### src/rtl/esi_beat_serializer_if.sv
// -----------------------------------------------------------------------------
// esi_beat_serializer_if
// Handshake bundle between the cosim data-out channel, the beat serializer and
// the DUT-side narrow ESI datapath.
//
// Parameters:
//   MSG_BITS  - width of one full ESI message
//   BEAT_BITS - width of one output beat
//
// Signals:
//   MsgInValid / MsgInReady / MsgIn        - wide message handshake (input side)
//   BeatOutValid / BeatOutReady / BeatOut  - narrow beat handshake (output side)
//   BeatOutFirst / BeatOutLast             - message framing markers
//   BeatOutIdx                             - index of the beat within its message
//
// Modports:
//   slave  - the serializer's view (consumes messages, produces beats)
//   master - the environment's view (produces messages, consumes beats)
// -----------------------------------------------------------------------------
interface esi_beat_serializer_if #(
   parameter int MSG_BITS  = 100,
   parameter int BEAT_BITS = 32
);
   localparam int NUM_BEATS = (MSG_BITS + BEAT_BITS - 1) / BEAT_BITS;
   localparam int IDX_BITS  = (NUM_BEATS > 1) ? $clog2(NUM_BEATS) : 1;

   logic                 MsgInValid;
   logic                 MsgInReady;
   logic [MSG_BITS-1:0]  MsgIn;
   logic                 BeatOutValid;
   logic                 BeatOutReady;
   logic [BEAT_BITS-1:0] BeatOut;
   logic                 BeatOutFirst;
   logic                 BeatOutLast;
   logic [IDX_BITS-1:0]  BeatOutIdx;

   modport slave (
      input  MsgInValid, MsgIn, BeatOutReady,
      output MsgInReady, BeatOutValid, BeatOut, BeatOutFirst, BeatOutLast, BeatOutIdx
   );

   modport master (
      output MsgInValid, MsgIn, BeatOutReady,
      input  MsgInReady, BeatOutValid, BeatOut, BeatOutFirst, BeatOutLast, BeatOutIdx
   );
endinterface

### src/rtl/esi_beat_serializer.sv
// -----------------------------------------------------------------------------
// esi_beat_serializer
// Takes one wide ESI message per valid/ready handshake and presents it to the
// DUT as NUM_BEATS narrower beats, least-significant beat first, framed with
// first/last markers and a beat index. The final beat of one message and the
// acceptance of the next may share a cycle, so back-to-back messages stream
// without a bubble.
//
// Ports:
//   clk          - clock, all state changes on the rising edge
//   rstn         - synchronous reset, active-low
//   bus (slave)  - esi_beat_serializer_if handshake bundle
//   MsgCount     - (optional) accepted-message counter, wraps at 2^32
//   StallCycles  - (optional) cycles with BeatOutValid && !BeatOutReady
//
// Optional feature macro: ESI_BEAT_SERIALIZER_STATS_EN adds the two counters.
// -----------------------------------------------------------------------------
module esi_beat_serializer #(
   parameter int MSG_BITS  = 100,
   parameter int BEAT_BITS = 32
) (
   input  logic                       clk,
   input  logic                       rstn,
   esi_beat_serializer_if.slave       bus
`ifdef ESI_BEAT_SERIALIZER_STATS_EN
   ,
   output logic [31:0]                MsgCount,
   output logic [31:0]                StallCycles
`endif
);
   localparam int NUM_BEATS = (MSG_BITS + BEAT_BITS - 1) / BEAT_BITS;
   localparam int IDX_BITS  = (NUM_BEATS > 1) ? $clog2(NUM_BEATS) : 1;
   localparam int HOLD_BITS = NUM_BEATS * BEAT_BITS;
   localparam logic [IDX_BITS-1:0] LAST_IDX = IDX_BITS'(NUM_BEATS - 1);

   typedef enum logic [0:0] {
      ST_IDLE = 1'b0,
      ST_SEND = 1'b1
   } state_t;

   state_t                               state_r, state_n;
   logic [NUM_BEATS-1:0][BEAT_BITS-1:0]  hold_r, hold_n;
   logic [IDX_BITS-1:0]                  idx_r, idx_n;
   logic [BEAT_BITS-1:0]                 beat_r, beat_n;
   logic                                 first_r, first_n;
   logic                                 last_r, last_n;
   logic                                 valid_r, valid_n;

   logic [HOLD_BITS-1:0]                 msg_ext_s;
   logic [IDX_BITS-1:0]                  idx_inc_s;
   logic                                 xfer_s;
   logic                                 ready_s;
   logic                                 accept_s;

   // Zero-extend the incoming message so the last beat carries zeros above MSG_BITS.
   always_comb begin
      msg_ext_s                 = '0;
      msg_ext_s[MSG_BITS-1:0]   = bus.MsgIn;
   end

   assign xfer_s    = valid_r && bus.BeatOutReady;
   assign idx_inc_s = idx_r + IDX_BITS'(1);
   assign accept_s  = bus.MsgInValid && ready_s;

   // Accept when empty, or when the last beat leaves this very cycle.
   always_comb begin
      ready_s = 1'b0;
      case (state_r)
         ST_IDLE: ready_s = 1'b1;
         ST_SEND: ready_s = xfer_s && last_r;
         default: ready_s = 1'b0;
      endcase
   end

   // Next-state and next-beat logic; beat fields are precomputed so outputs come straight from flops.
   always_comb begin
      state_n = state_r;
      hold_n  = hold_r;
      idx_n   = idx_r;
      beat_n  = beat_r;
      first_n = first_r;
      last_n  = last_r;
      valid_n = valid_r;
      if (accept_s) begin
         state_n = ST_SEND;
         hold_n  = msg_ext_s;
         idx_n   = '0;
         beat_n  = msg_ext_s[BEAT_BITS-1:0];
         first_n = 1'b1;
         last_n  = (NUM_BEATS == 1);
         valid_n = 1'b1;
      end else if (xfer_s && last_r) begin
         state_n = ST_IDLE;
         valid_n = 1'b0;
      end else if (xfer_s) begin
         idx_n   = idx_inc_s;
         beat_n  = hold_r[idx_inc_s];
         first_n = 1'b0;
         last_n  = (idx_inc_s == LAST_IDX);
      end else begin
         state_n = state_r;
      end
   end

   // State and beat registers with synchronous active-low reset.
   always_ff @(posedge clk) begin
      if (!rstn) begin
         state_r <= ST_IDLE;
         hold_r  <= '0;
         idx_r   <= '0;
         beat_r  <= '0;
         first_r <= 1'b0;
         last_r  <= 1'b0;
         valid_r <= 1'b0;
      end else begin
         state_r <= state_n;
         hold_r  <= hold_n;
         idx_r   <= idx_n;
         beat_r  <= beat_n;
         first_r <= first_n;
         last_r  <= last_n;
         valid_r <= valid_n;
      end
   end

   assign bus.MsgInReady   = ready_s;
   assign bus.BeatOutValid = valid_r;
   assign bus.BeatOut      = beat_r;
   assign bus.BeatOutFirst = first_r;
   assign bus.BeatOutLast  = last_r;
   assign bus.BeatOutIdx   = idx_r;

`ifdef ESI_BEAT_SERIALIZER_STATS_EN
   // Free-running statistics counters, wrapping modulo 2^32.
   always_ff @(posedge clk) begin
      if (!rstn) begin
         MsgCount    <= 32'd0;
         StallCycles <= 32'd0;
      end else begin
         if (accept_s) begin
            MsgCount <= MsgCount + 32'd1;
         end else begin
            MsgCount <= MsgCount;
         end
         if (valid_r && !bus.BeatOutReady) begin
            StallCycles <= StallCycles + 32'd1;
         end else begin
            StallCycles <= StallCycles;
         end
      end
   end
`endif

endmodule

### src/flat_wrapper.sv
// flat-port wrapper written by rule: the top's interface ports become plain ports
module esi_beat_serializer_flat 
#(
   parameter int MSG_BITS  = 100,
   parameter int BEAT_BITS = 32
)
  (clk, rstn, bus_MsgInValid, bus_MsgIn, bus_BeatOutReady, bus_MsgInReady, bus_BeatOutValid, bus_BeatOut, bus_BeatOutFirst, bus_BeatOutLast, bus_BeatOutIdx);
  esi_beat_serializer_if #(.MSG_BITS(MSG_BITS), .BEAT_BITS(BEAT_BITS)) bus_i ();
  input  logic clk;
  input  logic rstn;
  input wire logic [$bits(bus_i.MsgInValid)-1:0] bus_MsgInValid;
  input wire logic [$bits(bus_i.MsgIn)-1:0] bus_MsgIn;
  input wire logic [$bits(bus_i.BeatOutReady)-1:0] bus_BeatOutReady;
  output wire logic [$bits(bus_i.MsgInReady)-1:0] bus_MsgInReady;
  output wire logic [$bits(bus_i.BeatOutValid)-1:0] bus_BeatOutValid;
  output wire logic [$bits(bus_i.BeatOut)-1:0] bus_BeatOut;
  output wire logic [$bits(bus_i.BeatOutFirst)-1:0] bus_BeatOutFirst;
  output wire logic [$bits(bus_i.BeatOutLast)-1:0] bus_BeatOutLast;
  output wire logic [$bits(bus_i.BeatOutIdx)-1:0] bus_BeatOutIdx;
  assign bus_i.MsgInValid = bus_MsgInValid;
  assign bus_i.MsgIn = bus_MsgIn;
  assign bus_i.BeatOutReady = bus_BeatOutReady;
  assign bus_MsgInReady = bus_i.MsgInReady;
  assign bus_BeatOutValid = bus_i.BeatOutValid;
  assign bus_BeatOut = bus_i.BeatOut;
  assign bus_BeatOutFirst = bus_i.BeatOutFirst;
  assign bus_BeatOutLast = bus_i.BeatOutLast;
  assign bus_BeatOutIdx = bus_i.BeatOutIdx;
  esi_beat_serializer #(.MSG_BITS(MSG_BITS), .BEAT_BITS(BEAT_BITS)) u_core (.clk(clk), .rstn(rstn), .bus(bus_i));
endmodule
### config.mk
export PLATFORM = sky130hd
export DESIGN_NAME = esi_beat_serializer_flat
export DESIGN_NICKNAME = d
export VERILOG_FILES = /design/src/rtl/esi_beat_serializer_if.sv /design/src/rtl/esi_beat_serializer.sv /design/src/flat_wrapper.sv
export SDC_FILE = /design/constraint.sdc
export NUM_CORES = 1
export LEC_CHECK = 0
export CAP_MARGIN = 0
export CORE_MARGIN = 2
export CORE_UTILIZATION = 30
export DETAILED_ROUTE_END_ITERATION = 7
export GPL_ROUTABILITY_DRIVEN = 0
export PLACE_DENSITY_LB_ADDON = 0.05
export SLEW_MARGIN = 0
export SYNTH_ARGS = -nofsm -noshare
export SYNTH_HDL_FRONTEND = slang
export SYNTH_SLANG_ARGS = --single-unit
### constraint.sdc
create_clock -name clk -period 5.4 [get_ports clk]
set_clock_uncertainty 0.1 [all_clocks]
set_input_delay 1.35 -clock clk [delete_from_list [all_inputs] [get_ports clk]]
set_output_delay 1.35 -clock clk [all_outputs]
set_load 0.05 [all_outputs]
# After elaboration in Yosys (flattened, before gate mapping)
# Cells that the tools add are included.
[totals] register_bits=137 inputBits=104 out_inout_bits=38 elab_cells=35
[classes] addsub=1 order_cmp=1 eq_ne=2 mux=11 n_bitwise=3 reduce_logical=8
[op_table] op="$mux 32" count=4
[op_table] op="$bmux 32 s2" count=1
[op_table] op="$mux 1" count=5
[op_table] op="$reduce_and 2->1" count=2
[op_table] op="$reduce_bool 2->1" count=2
[op_table] op="$logic_and 1x1->1" count=3
[op_table] op="$lt 2x3->1 const B" count=1
[op_table] op="$not 1->1" count=3
[op_table] op="$add 2x1->2 const B" count=1
[op_table] op="$eq 2x2->1 const B" count=1
[op_table] op="$ne 2x1->1 const B" count=1
[op_table] op="$pmux 1 s2" count=1
[op_table] op="$reduce_or 2->1" count=1

# Depth between registers and ports, before layout
[depth] ltp_word=6 mapped_depth=10 depth_no_buf=5

# Worst setup path after synthesis
# OpenSTA, ideal clock, no wires.
[synth_timing] path_kind="input-to-output" start="input bus_BeatOutReady" end="output bus_MsgInReady" t_arrival_ns=1.663 path_slack_ns=2.287 stages=1 path_cell_list="a21bo_2"
[synth_between] elab_chain_len=3
[synth_lines] element="from (decl)" line="flat_wrapper.sv:13" rtl="input wire logic [$bits(bus_i.BeatOutReady)-1:0] bus_BeatOutReady;"
[synth_lines] element="$logic_and 1x1->1" line="esi_beat_serializer.sv:61" rtl="assign xfer_s = valid_r && bus.BeatOutReady;"
[synth_lines] element="$logic_and 1x1->1" line="esi_beat_serializer.sv:70" rtl="ST_SEND: ready_s = xfer_s && last_r;"
[synth_lines] element="$pmux 1 s2" line="esi_beat_serializer.sv:68" rtl="case (state_r)"
[synth_lines] element="to (decl)" line="flat_wrapper.sv:14" rtl="output wire logic [$bits(bus_i.MsgInReady)-1:0] bus_MsgInReady;"
# Every way passes these cells.

# Worst setup path in the final report
# Same ends and word-level chain as after synthesis.

==> summary.md <==
| Metric | Value |
|---|---|
| Outcome | `completed` |
| Overall Global Routing Usage | `16.38%` |
| CP endpoint kind | `primary output` |
| Syn Std Cell Area | `5967 µm²` |
| Estimated wirelength of the detail-placed design | `10,050 µm` |
| Total number of clock tree sinks | `137` |
| Final hold violations | `0` |
| Number of distinct standard cells referenced by the synthesized netlist | `31` |
| Largest net degree at the start of global routing | `78` |
| Antenna fix cells | `0` |
| Fill count | `1,943` |
| Total wire length | `17,150 µm` |
| Final Core Density | `41.31%` |
| CTS Root Cell | `sky130_fd_sc_hd__clkbuf_16` |
| Kind of critical path | `input pin to primary output` |
| Number of placement rows | `51` |
| DRC marker count from the first detailed-route iteration | `182` |
| Commonest non-fill, non-tap cells in the layout | `sky130_fd_sc_hd__nand2_1, sky130_fd_sc_hd__clkdlybuf4s50_1, sky130_fd_sc_hd__dfxtp_1` |
| Worst-skew pair later-pin latency | `0.41 ns` |
| RSZ-0062 raised after global routing | `false` |
| DRT antenna net count | `0` |
| Number of buffers added on ports | `141` |
| Total overflow reported by the global router | `0` |
| Average vias per placed instance | `4.909` |
| Startpoint type of the worst setup path | `input pin` |
| Crit path time final | `4.349 ns` |
| CTS buffer count | `17` |
| Std-Cell Core Area | `19,460 µm²` |
| Routed length per placed instance | `16.60 µm` |
| Die X | `145.0 µm` |
| Worst vdd rail ir drop | `0.0001961 V` |
| Critical path peak fanout | `4` |
| Number of storage elements in the synthesis netlist | `137` |
| Sequential fraction of the synthesis area | `45.96%` |
| I/O pins | `142` |
| Die area | `21,030 µm²` |
| Nets | `861` |
| Maximum capacitance violations | `0` |
| Global-route wire length before repair | `27,410 µm` |
| Hold-fix buffer count after cts | `0` |
| Number of synthesis warnings | `0` |
| Number of antenna violations at the first check in global routing | `0` |
| TritonCTS clock tree | `done` |
| H-tree depth | `4` |
| First-pass DRT Iterations | `4` |
| Fmax | `0.2299 GHz` |
| Height of the die | `145.0 µm` |
| Clock slew at reported path FFs | `0.06 ns` |
| Post-synthesis net count | `755` |
| Commonest non-fill, non-tap cell in the layout | `sky130_fd_sc_hd__nand2_1` |
| Worst hold-check slack | `0.3503 ns` |
| Setup-violating endpoint count in the final report | `0` |
| Slew at the pin closest to its max-slew limit | `1.098 ns` |
| Worst-case clock buffer depth | `2` |
| Crit path arrival time | `2.90 ns` |
| Effective utilization at floorplan | `30.66%` |
| Worst hold path class | `register to register` |
| Via count | `5,071` |
| Layout area overhead | `34.75%` |
| PD cells | `340.0 nW/µm²` |
| Via count of the first global-routing pass | `5,132` |
| Number of instances in the synthesized netlist | `650` |
| Number of remaining DRC errors | `0` |
| Average cell area after synthesis | `9.180 µm²` |
| Count of buffers added by post-CTS timing repair for setup | `0` |
| Setup TNS | `0 ns` |
| Fraction of layout cells with a size suffix above 1 | `11.20%` |
| Required time at the endpoint of the critical path | `3.95 ns` |
| Lkg Pwr | `0.002877 µW` |
| Fin crit share | `80.54%` |
| Relative max-transition margin | `26.65%` |
| Max Transition Viols Final | `0` |
| Quantity of gates resized following cts | `0` |
## stage by stage
step                worst slack, ns  cells  total power [µW]  area [µm²]
floorplan                     2.287    650              1411        5967
global placement              1.029   1002              1584        7448
detailed placement            1.045   1002              1589        7448
CTS                           1.032   1033              2766        8040
global route                 0.9865   1033              2850        8040
finish                        1.051   1033              2734        8040
## cell type report
class	count	area (µm²)	share of cell area [%]
Inverter	2	7.507	0.09337
Clock buffer	24	501.7	6.240
Multi-Input combinational cell	450	2892	35.96
Clock inverter	7	90.09	1.120
Timing Repair Buffer	148	1474	18.33
Sequential cell	137	2744	34.13
Tap cell	265	331.6	4.124
## cells in the mapped netlist
master,instances,area (µm²)
sky130_fd_sc_hd__nor2_1,2,7.510
sky130_fd_sc_hd__o211ai_1,28,210.2
sky130_fd_sc_hd__buf_4,11,82.58
sky130_fd_sc_hd__a221oi_1,18,157.7
sky130_fd_sc_hd__nand2_2,1,6.260
sky130_fd_sc_hd__nand2b_1,1,6.260
sky130_fd_sc_hd__a31oi_1,4,25.02
sky130_fd_sc_hd__dfxtp_1,137,2743
sky130_fd_sc_hd__buf_6,5,56.30
sky130_fd_sc_hd__o21ai_0,4,20.02
sky130_fd_sc_hd__o21ai_1,1,5.000
sky130_fd_sc_hd__a21bo_2,1,10.01
sky130_fd_sc_hd__a21boi_1,60,450.4
sky130_fd_sc_hd__nand2_1,206,773.2
sky130_fd_sc_hd__a221oi_2,10,150.1
sky130_fd_sc_hd__a211oi_1,1,7.510
sky130_fd_sc_hd__clkbuf_1,18,67.56
sky130_fd_sc_hd__o21a_1,1,7.510
sky130_fd_sc_hd__o2bb2ai_1,28,245.2
sky130_fd_sc_hd__buf_2,27,135.1
sky130_fd_sc_hd__and2_4,1,8.760
sky130_fd_sc_hd__a21oi_1,1,5.000
sky130_fd_sc_hd__mux4_2,4,90.09
sky130_fd_sc_hd__a22oi_1,1,7.510
sky130_fd_sc_hd__mux2_2,28,315.3
sky130_fd_sc_hd__xnor2_1,1,8.760
sky130_fd_sc_hd__a21boi_0,41,307.8
sky130_fd_sc_hd__nor2b_1,4,25.02
sky130_fd_sc_hd__ha_1,1,12.51
sky130_fd_sc_hd__inv_1,2,7.510
sky130_fd_sc_hd__and2_1,2,12.51
## kinds of logic after synthesis
| kind of cell | after synthesis | synth area share (%) |
|---|---|---|
| adders and majority gates | 1 | 0.2097 |
| and+or+nand+nor | 217 | 14.07 |
| xor gates and xnor gates | 1 | 0.1468 |
| AOI/OAI and AO/OA | 199 | 26.97 |
| buffers and inverters | 63 | 5.850 |
| muxes | 32 | 6.794 |
| DFF | 137 | 45.96 |
## layer usage
metal,global-route usage (%),part of all wire (%),up-vias
met5,0,0,-
met4,5.000,1.1,0
met3,4.497,4.3,13
met2,26.50,47,121
met1,21.30,48,2440
li1,-,-,2497
## flip-flops by register name (all words and copies together), names as in the netlist
signal	count
u_core.bus.BeatOutIdx	2
u_core.bus.BeatOut	32
u_core.bus.BeatOutFirst	1
u_core.bus.BeatOutLast	1
u_core.hold_r	100
u_core.state_r	1
## final timing paths
check	start	end	slack, ns	cells past startpoint
max	bus_BeatOutReady	bus_MsgInReady	1.05	3
min	u_core.hold_r[34]	u_core.hold_r[34]	0.35	2
max reg2reg	u_core.bus.BeatOutIdx[0]	u_core.bus.BeatOut[9]	2.54	7
min reg2reg	u_core.hold_r[34]	u_core.hold_r[34]	0.35	2
## where the power goes
part,switching (µW),total (µW),internal [µW]
clock,435,1170,737
sequential,32.3,1110,1080
combinational,259,455,196
## worst max-delay path, stage by stage
cell	delay (ns)
sky130_fd_sc_hd__clkdlybuf4s50_1	0.49
sky130_fd_sc_hd__a21bo_2	0.19
sky130_fd_sc_hd__clkdlybuf4s50_1	0.86
No activity file was read; power rests on OpenSTA's default activity.
